## config.mk

```make
export PLATFORM = sky130hd
export DESIGN_NAME = hazard_detection_unit
export DESIGN_NICKNAME = d
export VERILOG_FILES = /design/src/rtl/hazard_detection_unit.sv
export SDC_FILE = /design/constraint.sdc
export NUM_CORES = 1
export LEC_CHECK = 0
export CAP_MARGIN = 25
export CORE_MARGIN = 2
export CORE_UTILIZATION = 65
export DETAILED_ROUTE_END_ITERATION = 10
export DONT_BUFFER_PORTS = 1
export GPL_ROUTABILITY_DRIVEN = 0
export PLACE_DENSITY = 0.86
export RECOVER_POWER = 100
export SKIP_LAST_GASP = 1
export SLEW_MARGIN = 20
export SYNTH_ARGS = -nofsm -noshare
export SYNTH_HDL_FRONTEND = slang
export SYNTH_SLANG_ARGS = --single-unit
```

## constraint.sdc

```tcl
create_clock -name clk -period 5.5 [get_ports clk]
set_input_delay 1.1 -clock clk [delete_from_list [all_inputs] [get_ports clk]]
set_output_delay 1.1 -clock clk [all_outputs]
set_load 0.02 [all_outputs]
```

## src/rtl/hazard_detection_unit.sv

```systemverilog
`default_nettype none
// ============================================================================
//  Module   : hazard_detection_unit
//  Purpose  : Load-use hazard detector for the five-stage RISC-V pipeline.
//             Sits between IF/ID and ID/EX. When the instruction in EX is a
//             load whose rd is a source of the instruction in ID, the front
//             end is frozen for one cycle (PC and IF/ID hold) and a bubble is
//             steered into ID/EX. A saturating counter records stall cycles.
//  Revision : 1.0 - initial release
// ----------------------------------------------------------------------------
//  Parameters
//    COUNT_WIDTH          width of the stall-cycle counter
//  Ports
//    clk                  pipeline clock (counter updates on rising edge)
//    rst_n                asynchronous active-low reset
//    ID_EX_Memread        MemRead of the instruction in EX (1 = load)
//    IF_ID_Rs1            rs1 field of the instruction in ID
//    IF_ID_Rs2            rs2 field of the instruction in ID
//    ID_EX_Rd             rd field of the instruction in EX
//    control_unit_select  1 = drive zeroed (bubble) controls into ID/EX
//    PC_Write             1 = PC may update, 0 = hold PC
//    IF_ID_Write          1 = IF/ID may load, 0 = hold IF/ID
//    stall_count          stall cycles seen since reset (saturating)
// ============================================================================
module hazard_detection_unit #(
  parameter int COUNT_WIDTH = 32
) (
  input  logic                   clk,
  input  logic                   rst_n,
  input  logic                   ID_EX_Memread,
  input  logic [4:0]             IF_ID_Rs1,
  input  logic [4:0]             IF_ID_Rs2,
  input  logic [4:0]             ID_EX_Rd,
  output logic                   control_unit_select,
  output logic                   PC_Write,
  output logic                   IF_ID_Write,
  output logic [COUNT_WIDTH-1:0] stall_count
);

  localparam logic [COUNT_WIDTH-1:0] c_count_one = {{(COUNT_WIDTH-1){1'b0}}, 1'b1};

  logic                   w_rd_nonzero;
  logic                   w_rs1_match;
  logic                   w_rs2_match;
  logic                   w_hazard;
  logic                   w_stall;
  logic                   w_count_full;
  logic [COUNT_WIDTH-1:0] stall_count_d;
  logic [COUNT_WIDTH-1:0] stall_count_q;

  // Source fields are compared regardless of instruction format; a false
  // stall on an unused field only costs a cycle and is never incorrect.
  // x0 can never carry a load result, so rd = 0 is excluded outright.
  always_comb begin
    w_rd_nonzero = (ID_EX_Rd != 5'd0);
    w_rs1_match  = (ID_EX_Rd == IF_ID_Rs1);
    w_rs2_match  = (ID_EX_Rd == IF_ID_Rs2);
    w_hazard     = ID_EX_Memread & w_rd_nonzero & (w_rs1_match | w_rs2_match);
  end

  // Stall outputs are purely combinational; reset forces the no-stall values
  // so a held pipeline cannot be wedged while the core is in reset.
  always_comb begin
    w_stall             = w_hazard & rst_n;
    control_unit_select = w_stall;
    PC_Write            = ~w_stall;
    IF_ID_Write         = ~w_stall;
  end

  // Saturating stall-cycle counter: sticks at all-ones instead of wrapping.
  always_comb begin
    w_count_full  = &stall_count_q;
    stall_count_d = stall_count_q;
    if (w_hazard && !w_count_full) begin
      stall_count_d = stall_count_q + c_count_one;
    end
  end

  always_ff @(posedge clk or negedge rst_n) begin
    if (!rst_n) begin
      stall_count_q <= '0;
    end else begin
      stall_count_q <= stall_count_d;
    end
  end

  assign stall_count = stall_count_q;

endmodule
`default_nettype wire

```

* After elaboration in Yosys (flattened, before gate mapping)
Index checks and enable logic that the tools add are counted.
** Storage, ports and cells
- Logic and storage cells :: 13
- Bits in registers :: 32
- Input port bits :: 18
** Operators by class
- Add/subtract/negate cells :: 1
- Reduce and logical (&&, ||, !) cells :: 4
- Bitwise gates (word level) :: 5
- Equality and inequality tests :: 2
** Operator list (count)
- 32-bit by 1-bit adder with 32-bit output, second input constant :: 1
- 32-bit AND reduction :: 1
- 5-bit == test :: 2
- 5-bit nonzero test :: 1
- 1-bit bitwise AND :: 3
- 1-bit logical AND :: 1
- 1-bit zero test :: 1
- 1-bit inverter :: 1
- 1-bit OR :: 1

* Depth between registers and ports, before layout
- Depth in word-level cells :: 5
- Mapped depth :: 9

* Least setup slack after synthesis
Ideal clock, no wire load.
- Kind :: input port to output port
- From :: input ID_EX_Rd[1]
- To :: output PC_Write
- Stages on the path :: 8
- Arrival time :: 2657 ps
- Required time :: 4400 ps
- Setup slack :: 1743 ps
- Cell sequence :: or4_1 -> o21ai_1 -> or2_1 -> buf_6 -> buf_6 -> inv_1 -> nand2_1 -> buf_4
** Between the ends
- Longest elaborated chain between the ends :: 5
** Ends and longest elaborated chain
- start, declared :: line 33 : input logic [4:0] ID_EX_Rd,
- 5-bit == test (tied with other cells) :: line 56 : w_rs1_match = (ID_EX_Rd == IF_ID_Rs1);
- 1-bit OR or 1-bit bitwise AND (tied branches) :: line 58 : w_hazard = ID_EX_Memread & w_rd_nonzero & (w_rs1_match | w_rs2_match);
- 1-bit bitwise AND * :: line 58
- 1-bit bitwise AND * :: line 64 : w_stall = w_hazard & rst_n;
- 1-bit inverter *
- end, declared :: line 35 : output logic PC_Write,
Mark *: on every way between the ends. The rest lies on a longest branch, timed or not.

* Worst setup path after layout
- From :: input ID_EX_Rd[1]
- To :: output IF_ID_Write
** Between the ends
- Longest elaborated chain between the ends :: 5
** Ends and longest elaborated chain
- 5-bit == test (tied with other cells) :: line 56
- 1-bit OR or 1-bit bitwise AND (tied branches) :: line 58
- 1-bit bitwise AND * :: line 58
- 1-bit bitwise AND * :: line 64
- 1-bit inverter * :: line 67 : IF_ID_Write = ~w_stall;
- end, declared :: line 36 : output logic IF_ID_Write,
Marks and branches as above.

==> metrics.md <==
| Metric | Value |
|---|---|
| Outcome | finished, violations left |
| Failing checks | max-capacitance violations, max-slew violations |
| Post-route setup TNS | 0 ns |
| Worst vdd ir | 0.178 mV |
| Final WL | 3400 um |
| Peak fanout along the critical path | 14 |
| Clk slew on worst S/H paths | 0.10 ns |
| Syn nets | 193 |
| GRT overflow | 0 |
| Number of setup violations in the final report | 0 |
| Startpoint Class | primary input |
| Root buffer cell | clkbuf_4 |
| TritonCTS buffer count | 5 |
| Die Y | 57.3 um |
| Fmax | 243 MHz |
| Fin Clk Skew | 0.00897 ns |
| Final Max Tran Viols | 20 |
| Slowest-stage cell, CP | or2_0 |
| Pin count of the biggest net entering global routing | 35 |
| Pin slew with the least headroom to its limit | 2.16 ns |
| Post-route DRC | 0 |
| Core area | 2730 sq um |
| Avg WL per Cell | 16.6 um |
| Port Buffers | 0 |
| Pwr per Cell Area | 247 nW/um^2 |
| WP data required | 4.40 ns |
| Fin area | 1830 sq um |
| CTS tree | built |
| Post-DP HPWL | 2590 um |
| Ys async rst share | 100% |
| Crit path cell chain | or4_1, o21ai_0, or2_0, inv_1, nand2_1 |
| Mean post-synth cell area | 10.6 sq um |
| Fin cells | 205 |
| Vias per inst | 6.36 |
| Tot Pwr | 0.453 mW |
| Post_cts resized | 0 |
| Period utilization | 74.7% |
| Hold Crit Class | primary input to async pin |
| Nets | 192 |
| Crit path capture type | primary output |
| Commonest non-fill, non-tap cell in the layout | dfrtp_1 |
| Vias in the first global route | 1294 |
| Post-CTS Setup Bufs | 0 |
| Overall Global Routing Usage | 23.0% |
| Max FFs per register | 32 |
| Iter 0 DRT Violations | 58 |
| Bufs on Longest Clock Path | 2 |
| Clk Latency, worst-skew pair | 0.33 ns |
| Initial antenna violation count | 0 |
| Biggest cell delay along the critical path | 0.72 ns |
| Post-synth EDFFs | 0 |
| First-pass GRT wire length | 5650 um |
| Placed cell count | 197 |
| Pre-antenna DRT Iters | 4 |
| Final worst setup slack | 1.39 ns |
| Max-slew headroom | -45.2% |
| Hold Buf Count CTS | 0 |
| Layout cells sized above 1 | 11.5% |
| Leak Pwr | 0.795 nW |
| Critical path type | primary input to primary output |
| Synth warn | 0 |
| Initial Util | 67.5% |
| Main flop type after synthesis | dfrtp_1 |
| IO Count | 53 |
| Post-Synthesis Cells | 174 |
| Number of antenna-violating nets in the routed design | 0 |
| Yosys cell types | 38 |
| Full die area | 3280 sq um |
| Area growth, synth to finish | -0.678% |
| Crit path time final | 4.11 ns |
| Antenna Diode Count | 0 |
| Unrepaired setup endpoints after global routing | no |
| Num rows | 19 |
| Placed instance area | 1820 sq um |
| Synth Cell Area | 1850 sq um |
| Worst EP arrival | 3.01 ns |
| Hold WS | 0.447 ns |
| Final cell utilization of the core | 67.0% |
| Seq/Total Area, Yosys | 43.4% |
| Pre-CTS WS | 1.46 ns |
| Chip Width | 57.3 um |
| Max cap viols | 1 |
| Commonest non-fill, non-tap cells in the layout | dfrtp_1, xor2_1, nand2_1, xnor2_1 |
| Via Count | 1303 |
| Final Hold Vio Count | 0 |
| H-tree depth | 2 |
| CTS sink count | 32 |
| Synthesized flop and latch total | 32 |
==> worst paths after layout <==
| check | startpoint | endpoint | slack [ns] | cells past startpoint |
|---|---|---|---|---|
| setup / recovery | ID_EX_Rd[1] | IF_ID_Write | 1.39 | 5 |
| hold / removal | rst_n | stall_count[2]$_DFFE_PN0P_ | 0.45 | 0 |
| setup reg to reg | stall_count[0]$_DFFE_PN0P_ | stall_count[11]$_DFFE_PN0P_ | 1.76 | 7 |
| hold reg to reg | stall_count[7]$_DFFE_PN0P_ | stall_count[7]$_DFFE_PN0P_ | 0.63 | 1 |
| max in group asynchronous | rst_n | stall_count[25]$_DFFE_PN0P_ | 4.97 | 0 |
| min in group clk | stall_count[7]$_DFFE_PN0P_ | stall_count[7]$_DFFE_PN0P_ | 0.63 | 1 |
==> cell families (layout without fill, tap and decap cells) <==
family | after synthesis | count (layout) | synth area share [%]
and+or+nand+nor | 82 | 82 | 28.4
xor gates and xnor gates | 38 | 38 | 18.0
DFF | 32 | 32 | 43.4
buffers and inverters | 10 | 10 | 3.66
AOI/OAI and AO/OA | 8 | 8 | 4.00
muxes | 3 | 3 | 1.83
adders and majority gates | 1 | 1 | 0.678
==> critical path: cells and delay by family <==
family | cells | cell delay [ns]
simple gates | 3 | 1.56
compound gates | 1 | 0.20
buf+inv | 1 | 0.15
==> per-layer routing <==
metal,vias up,share of wire (%),track usage (%)
met5,-,0,0
met4,0,2.0,10.6
met3,8,9.2,11.3
met2,66,49,35.6
met1,617,40,26.9
li1,612,-,-
==> final cells by class <==
| class | instances | area (sq um) |
|---|---|---|
| clock inverter | 2 | 10.0 |
| multi-input combinational | 132 | 925 |
| sequential | 32 | 801 |
| fill | 199 | 901 |
| inverter | 2 | 7.51 |
| clock buffer | 6 | 51.3 |
| tap | 31 | 38.8 |
==> synth_stat cells, types with 2 or more instances <==
master | n | area share [%]
and4_1 | 2 | 0.95
inv_1 | 2 | 0.41
mux2_2 | 3 | 1.8
xor2_1 | 21 | 10
buf_2 | 2 | 0.54
nand3_1 | 9 | 2.4
nor2_1 | 9 | 1.8
buf_6 | 3 | 1.8
or2_1 | 2 | 0.68
nor4_4 | 3 | 3.5
dfrtp_1 | 32 | 43
xnor2_1 | 17 | 8.1
nand4_1 | 10 | 3.4
nand3_2 | 4 | 2.2
nor3_1 | 8 | 2.2
nand2_1 | 19 | 3.9
and3_1 | 6 | 2.0
nor3_2 | 2 | 1.1
==> power by group <==
| part | total [mW] | internal (mW) | switching [mW] |
|---|---|---|---|
| logic | 0.0308 | 0.0163 | 0.0145 |
| clock network | 0.138 | 0.0607 | 0.0774 |
| registers | 0.284 | 0.248 | 0.0361 |
| total | 0.453 | 0.325 | 0.128 |
Note: power is estimated with default switching activity, not from simulation.
